[src/rtl/cga_tty_writer.sv]
`default_nettype none
// ============================================================================
// Module   : cga_tty_writer
// Brief    : Byte-stream console writer driving the CGA text memory write port
//            (print, CR/LF/BS/FF, wrap, scroll-up, clear-screen).
// Revision : 1.0 - initial release
// ============================================================================
module cga_tty_writer #(
    parameter int         COLS = 80,
    parameter int         ROWS = 25,
    parameter logic [7:0] ATTR = 8'h07
) (
    input  logic        clock,
    input  logic        rst,
    input  logic [7:0]  in_data,
    input  logic        in_valid,
    output logic        in_ready,
    output logic [12:0] mem_address,
    output logic [7:0]  mem_wdata,
    output logic        mem_we,
    input  logic [7:0]  mem_q,
    output logic [6:0]  cursor_x,
    output logic [4:0]  cursor_y,
    output logic        busy
);

    localparam logic [6:0]  c_X_MAX       = 7'(COLS - 1);
    localparam logic [4:0]  c_Y_MAX       = 5'(ROWS - 1);
    localparam logic [12:0] c_ROW_BYTES   = 13'(COLS * 2);
    localparam logic [12:0] c_SCROLL_LAST = 13'((ROWS - 1) * COLS * 2 - 1);
    localparam logic [12:0] c_LAST        = 13'(ROWS * COLS * 2 - 1);
    localparam logic [7:0]  c_BLANK       = 8'h20;

    typedef enum logic [2:0] {
        ST_IDLE    = 3'd0,
        ST_PUT_CH  = 3'd1,
        ST_PUT_AT  = 3'd2,
        ST_S_RD    = 3'd3,
        ST_S_WR    = 3'd4,
        ST_CLR_ROW = 3'd5,
        ST_CLEAR   = 3'd6
    } state_t;

    state_t      state_q;
    logic [12:0] addr_q;
    logic [7:0]  wdata_q;
    logic        we_q;
    logic        fwd_q;
    logic        ready_q;
    logic        busy_q;
    logic [6:0]  x_q;
    logic [4:0]  y_q;
    logic [12:0] cell_addr;

    // y * (COLS*2) as a sum of shifted copies of y, one per set bit of the row pitch.
    function automatic logic [12:0] row_base(input logic [4:0] y);
        logic [12:0] acc;
        acc = '0;
        for (int k = 0; k < 13; k++) begin
            if (c_ROW_BYTES[k]) acc = acc + (13'(y) << k);
        end
        return acc;
    endfunction

    assign cell_addr = row_base(y_q) + {5'd0, x_q, 1'b0};

    always_ff @(posedge clock or posedge rst) begin
        if (rst) begin
            state_q <= ST_IDLE;
            addr_q  <= '0;
            wdata_q <= '0;
            we_q    <= 1'b0;
            fwd_q   <= 1'b0;
            ready_q <= 1'b1;
            busy_q  <= 1'b0;
            x_q     <= '0;
            y_q     <= '0;
        end else begin
            case (state_q)
                ST_IDLE: begin
                    if (in_valid && ready_q) begin
                        case (in_data)
                            8'h0D: x_q <= '0;
                            8'h0A: begin
                                if (y_q != c_Y_MAX) begin
                                    y_q <= y_q + 5'd1;
                                end else begin
                                    state_q <= ST_S_RD;
                                    addr_q  <= c_ROW_BYTES;
                                    ready_q <= 1'b0;
                                    busy_q  <= 1'b1;
                                end
                            end
                            8'h08: begin
                                if (x_q != 7'd0) x_q <= x_q - 7'd1;
                            end
                            8'h0C: begin
                                state_q <= ST_CLEAR;
                                addr_q  <= '0;
                                wdata_q <= c_BLANK;
                                we_q    <= 1'b1;
                                ready_q <= 1'b0;
                                busy_q  <= 1'b1;
                            end
                            default: begin
                                state_q <= ST_PUT_CH;
                                addr_q  <= cell_addr;
                                wdata_q <= in_data;
                                we_q    <= 1'b1;
                                ready_q <= 1'b0;
                                busy_q  <= 1'b1;
                            end
                        endcase
                    end
                end
                ST_PUT_CH: begin
                    state_q <= ST_PUT_AT;
                    addr_q  <= addr_q + 13'd1;
                    wdata_q <= ATTR;
                end
                ST_PUT_AT: begin
                    we_q <= 1'b0;
                    if (x_q == c_X_MAX) begin
                        x_q <= '0;
                        if (y_q == c_Y_MAX) begin
                            state_q <= ST_S_RD;
                            addr_q  <= c_ROW_BYTES;
                        end else begin
                            y_q     <= y_q + 5'd1;
                            state_q <= ST_IDLE;
                            ready_q <= 1'b1;
                            busy_q  <= 1'b0;
                        end
                    end else begin
                        x_q     <= x_q + 7'd1;
                        state_q <= ST_IDLE;
                        ready_q <= 1'b1;
                        busy_q  <= 1'b0;
                    end
                end
                // The address register doubles as the scroll counter: read at i+pitch, write at i.
                ST_S_RD: begin
                    state_q <= ST_S_WR;
                    addr_q  <= addr_q - c_ROW_BYTES;
                    we_q    <= 1'b1;
                    fwd_q   <= 1'b1;
                end
                ST_S_WR: begin
                    fwd_q <= 1'b0;
                    if (addr_q == c_SCROLL_LAST) begin
                        state_q <= ST_CLR_ROW;
                        addr_q  <= addr_q + 13'd1;
                        wdata_q <= c_BLANK;
                    end else begin
                        state_q <= ST_S_RD;
                        addr_q  <= addr_q + c_ROW_BYTES + 13'd1;
                        we_q    <= 1'b0;
                    end
                end
                ST_CLR_ROW, ST_CLEAR: begin
                    if (addr_q == c_LAST) begin
                        if (state_q == ST_CLEAR) begin
                            x_q <= '0;
                            y_q <= '0;
                        end
                        state_q <= ST_IDLE;
                        we_q    <= 1'b0;
                        ready_q <= 1'b1;
                        busy_q  <= 1'b0;
                    end else begin
                        addr_q  <= addr_q + 13'd1;
                        wdata_q <= addr_q[0] ? c_BLANK : ATTR;
                    end
                end
                default: begin
                    state_q <= ST_IDLE;
                    we_q    <= 1'b0;
                    fwd_q   <= 1'b0;
                    ready_q <= 1'b1;
                    busy_q  <= 1'b0;
                end
            endcase
        end
    end

    // Scroll data arrives from memory during the write cycle itself, so it is forwarded.
    assign mem_wdata   = fwd_q ? mem_q : wdata_q;
    assign mem_address = addr_q;
    assign mem_we      = we_q;
    assign in_ready    = ready_q;
    assign busy        = busy_q;
    assign cursor_x    = x_q;
    assign cursor_y    = y_q;

endmodule
`default_nettype wire
[config.mk]
export PLATFORM = sky130hd
export DESIGN_NAME = cga_tty_writer
export DESIGN_NICKNAME = d
export VERILOG_FILES = /design/src/rtl/cga_tty_writer.sv
export SDC_FILE = /design/constraint.sdc
export NUM_CORES = 1
export LEC_CHECK = 0
export ABC_CLOCK_PERIOD_IN_PS = 2900
export CORE_UTILIZATION = 50
export DETAILED_ROUTE_END_ITERATION = 12
export HOLD_SLACK_MARGIN = 0.03
export PLACE_DENSITY_LB_ADDON = 0.05
export SETUP_SLACK_MARGIN = 0.02
export SKIP_CTS_REPAIR_TIMING = 1
export SYNTH_ARGS = -nofsm -noshare
export SYNTH_HDL_FRONTEND = slang
export SYNTH_SLANG_ARGS = --single-unit
[constraint.sdc]
create_clock -name clock -period 2.9 [get_ports clock]
set_input_delay 0.435 -clock clock [delete_from_list [all_inputs] [get_ports clock]]
set_output_delay 0.435 -clock clock [all_outputs]
set_load 0.03 [all_outputs]
### After elaboration in Yosys (flattened, before gate mapping)

Cells that the tools add are included.

* bits in registers: 40
* latch bits: 0
* memory bits (writable): 0
* memory bits (read-only): 0
* input bits: 19
* output and inout bits: 36
* logic and storage cells: 127
* memories kept: 0

* $add $sub $neg: 9
* multipliers: 0
* divide/modulo/power cells: 0
* $lt $le $gt $ge: 0
* equal/unequal tests: 32
* shifts and indexed selects: 0
* muxes and demuxes: 57
* bitwise operators: 2
* reductions and logical operators: 18

Operator list (number)
* 13-bit two-way mux: 6
* 13-bit one-hot mux with 6 select lines: 1
* 13-bit one-hot mux with 3 select lines: 1
* 5-bit two-way mux: 7
* 7-bit two-way mux: 5
* 8-bit by 4-bit equality test with 1-bit output (second input constant): 4
* 8-bit two-way mux: 4
* 8-bit one-hot mux with 4 select lines: 1
* 13-bit by 1-bit adder with 13-bit output (second input constant): 2
* 13-bit by 12-bit equality test with 1-bit output (second input constant): 2
* 2-bit inequality test (second input constant): 12
* 7-bit one-hot mux with 3 select lines: 1
* 3-bit one-hot mux with 6 select lines: 1
* 8-bit one-hot mux with 2 select lines: 1
* 3-bit two-way mux: 5
* 5-bit one-hot mux with 3 select lines: 1
* 7-bit one-hot mux with 2 select lines: 1
* 10-bit by 12-bit adder with 13-bit output: 1
* 13-bit by 8-bit adder with 13-bit output: 1
* 13-bit by 8-bit adder with 13-bit output (second input constant): 1
* 1-bit two-way mux: 13
* 13-bit by 8-bit subtractor with 13-bit output (second input constant): 1
* 6-bit AND reduction: 2
* 5-bit AND reduction: 2
* other kinds (31): 42

### Logic depth before layout (Yosys ltp)

* depth after elaboration: 5
* mapped depth: 10
* depth with buffers taken out: 10

### Worst setup path after synthesis

OpenSTA, ideal clock, no wires.

* kind: register -> register
* start point: register x_q[6], in the netlist cursor_x[6]
* end point: register addr_q[10], in the netlist mem_address[10]
* arrival time: 2.851 ns
* setup slack: -0.083 ns
* cell stages (with the launch flop): 11
* clock period less this slack: 2.983 ns
* cells stage by stage: dfrtp_1 > inv_1 > fa_1 > inv_1 > fa_1 > and3_1 > or3_1 > nand3_2 > o2111ai_1 > o31ai_1 > o31ai_1

* word-level cells in the longest chain between the ends: 4
* elaborated cells between the ends (all ways): 7
* those cells by class: 1 x add/sub; 2 x eq/ne; 3 x mux; 1 x reduce/logical

Ends and longest elaborated chain
* start: declaration: RTL line 51 `logic [6:0] x_q;`
* start signal: assignment: RTL line 95 `if (x_q != 7'd0) x_q <= x_q - 7'd1;`
* start signal: assignment: RTL line 135 `x_q <= x_q + 7'd1;`
* 13-bit by 8-bit adder with 13-bit output: RTL line 65 `assign cell_addr = row_base(y_q) + {5'd0, x_q, 1'b0};`
* 13-bit one-hot mux with 3 select lines: RTL line 82 `case (in_data)`
* 13-bit two-way mux: RTL line 81 `if (in_valid && ready_q) begin`
* 13-bit one-hot mux with 6 select lines: RTL line 79 `case (state_q)`
* end signal: assignment: RTL line 89 `addr_q <= c_ROW_BYTES;`
* end signal: assignment: RTL line 107 `addr_q <= cell_addr;`
* end signal: assignment: RTL line 118 `addr_q <= addr_q + 13'd1;`
* end: declaration: RTL line 45 `logic [12:0] addr_q;`

Parallel ways exist; a longest one is shown, timed or not. The select of a mux whose other input is x is not followed.
A chain may end at the register's enable or synchronous reset.

### Final worst setup path

Ends and elaborated chain as after synthesis.

==> results_dict.tcl <==
set metrics [dict create \
    slew_headroom_pct 50.3 \
    cts_buffers 5 \
    synth.top_cells.by_area "dfrtp_1 27%, o21ai_0 6.7%, ha_1 6.1%" \
    drtIter0Drc 392 \
    drt_wl_total_mm 10.4 \
    start_util_pct 52.9 \
    drive_gt1_share_pct 11.8 \
    power.total_w 0.00110 \
    vdd_drop_max_mv 0.219 \
    final_cells 620 \
    cts-htree-levels 2 \
    async_flop_share_pct 100 \
    seq_area_frac_synth_pct 27.3 \
    ant_nets 0 \
    synth_top_area_share_pct 26.6 \
    period_share_pct 93.5 \
    worst-setup-path-type "reg2reg" \
    p_leak_nw 1.95 \
    via_per_inst 6.09 \
    dieArea_mm2 0.00769 \
    synth_ff_type "dfrtp_1" \
    vias 3778 \
    areaGrowthSynthToFinish_pct 23.4 \
    critPathArrivalTime_ns 2.89 \
    synth_area_per_cell_um2 8.04 \
    finalCriticalPeriod_ns 2.71 \
    drtPass1Iterations 5 \
    gp_congestion 0.990 \
    grt_max_degree 41 \
    n_antenna_cell 0 \
    grt_pass1_vias 3437 \
    syn-num-nets 496 \
    tns_ns 0 \
    netlist_area_mm2 0.00367 \
    setup_viol 0 \
    nets 562 \
    ios 55 \
    synthCells 457 \
    ys_ff_latch 40 \
    cp_cell_sequence "inv_1, fa_1, inv_1, fa_2, and3_1, or3_1, nand3_2, o2111ai_1, o31ai_1, o31ai_1" \
    worst_pin_slew_ns 0.740 \
    track_usage_pct 28.0 \
    drc 0 \
    max_freq_ghz 0.369 \
    clkTransAtPathRegs_ns 0.09 \
    die_x_um 87.7 \
    p_per_area_mw_per_mm2 242 \
    cts_tree "yes" \
    synth.distinct_cells 72 \
    synth.largest_area_cell "dfrtp_1" \
    synth_enable_flop_cells 0 \
    cts_sinks 40 \
    overflow 0 \
    cp-end-kind "flop" \
    max-cap-violations 0 \
    grt_pass1_wl_mm 16.8 \
    worst_clock_skew_ns 0.00771 \
    wire_per_inst_um 16.8 \
    place_inst 612 \
    core-area_mm2 0.00694 \
    place_hpwl_mm 7.86 \
    fp-row-count 30 \
    cts.path.max_buffers 2 \
    crit_path_start_kind "flop" \
    slew_violations 0 \
    ys_warn_count 0 \
    outcome "finished clean" \
    clk_latency_ns 0.30 \
    critical_path_peak_fanout 2 \
    rsz0062_at_grt "false" \
    worstPathRequired_ns 3.08 \
    place.port_buffers 54 \
    slowest_delay_ns 0.53 \
    antenna_found_initial 0 \
    root_buffer "clkbuf_8" \
    hold_viol 0 \
    die_h_um 87.7 \
    slowest_stage "fa_1" \
    hold_path.class "reg2reg" \
]
==> state kept, by name (all words and copies together), names as in the netlist <==
| register | flops |
|---|---|
| wdata_q | 8 |
| busy | 1 |
| cursor_x | 7 |
| state_q | 3 |
| mem_address | 13 |
| cursor_y | 5 |
| mem_we | 1 |
| in_ready | 1 |
| fwd_q | 1 |
==> power breakdown <==
part / switching [W] / internal [W]
clock: 0.000213 / 0.000255
combinational: 0.0000349 / 0.0000365
sequential: 0.000000248 / 0.000557
total: 0.000248 / 0.000849
==> worst max-delay path, delay by kind of cell (launching register included) <==
| family | cells | cell delay, ns |
|---|---|---|
| fa+ha+maj | 2 | 0.93 |
| simple gates | 3 | 0.63 |
| compound gates | 3 | 0.54 |
| flops | 1 | 0.36 |
| buf+inv | 2 | 0.13 |
==> worst paths after layout <==
kind,start,endpoint,slack [ns],depth (start not counted)
max,cursor_x[6]$_DFFE_PP0P_,mem_address[10]$_DFFE_PP0P_,0.19,10
min,busy$_DFFE_PP0P_,busy$_DFFE_PP0P_,0.51,1
max reg2reg,cursor_x[6]$_DFFE_PP0P_,mem_address[10]$_DFFE_PP0P_,0.19,10
min reg2reg,busy$_DFFE_PP0P_,busy$_DFFE_PP0P_,0.51,1
max in group asynchronous,rst,cursor_x[6]$_DFFE_PP0P_,1.92,3
min in group asynchronous,rst,wdata_q[3]$_DFFE_PP0P_,0.56,3
==> through the flow <==
| stage | hold slack [ns] | setup slack (ns) | instance area (µm²) | util (%) |
|---|---|---|---|---|
| after CTS | 0.511 | 0.0790 | 4530 | 65.2 |
| after global placement | 0.481 | 0.237 | 4420 | 63.6 |
| after global routing | 0.522 | 0.0589 | 4530 | 65.3 |
| after floorplan | 0.477 | 0.0205 | 3670 | - |
| after detailed placement | 0.492 | 0.0843 | 4420 | 63.6 |
| final | 0.508 | 0.188 | 4530 | 65.3 |
==> Yosys cell counts (all sizes together) (11+ instances only) <==
cell / instances
o21ai: 50
nand2: 40
dfrtp: 39
a21oi: 35
nor2: 32
inv: 30
ha: 18
buf: 17
nand3: 16
nor3: 16
mux2i: 11
==> metal layers <==
| metal | vias to the layer above | global-route usage, % | wire, µm |
|---|---|---|---|
| met5 | - | 0 | 0 |
| met4 | 0 | 8.64 | 209 |
| met3 | 24 | 5.66 | 650 |
| met2 | 138 | 45.7 | 4950 |
| met1 | 1813 | 37.3 | 4630 |
| li1 | 1803 | - | - |
==> cells by family (layout without fill, tap and decap cells) <==
group,count (synthesis),after routing,synth area share [%]
buffers and inverters,57,124,7.36
AND/OR/NAND/NOR,159,159,23.4
XOR/XNOR,13,13,3.10
adder cells (fa/ha/maj),20,20,7.22
AO/OA/AOI/OAI,154,154,27.6
multiplexers,14,14,4.02
flip-flops,40,40,27.3
==> cell type report <==
class / count / area, µm²
inverters: 30 / 113
well taps: 96 / 120
fillers: 603 / 2410
clock inverters: 3 / 42.5
clock buffers: 5 / 68.8
repair buffers: 86 / 781
multi-input cells: 360 / 2400
flip-flops and latches: 40 / 1000
==> layout by cell type (no fill, tap or decap), drive strengths merged, types with 10 or more instances in the layout <==
cell type / n
clkdlybuf4s50: 54
o21ai: 50
nand2: 40
dfrtp: 39
a21oi: 35
nor2: 32
buf: 32
inv: 30
ha: 18
nor3: 16
nand3: 16
mux2i: 11
o31ai: 10
nand4: 10
Power figures use the tool's default switching activity.
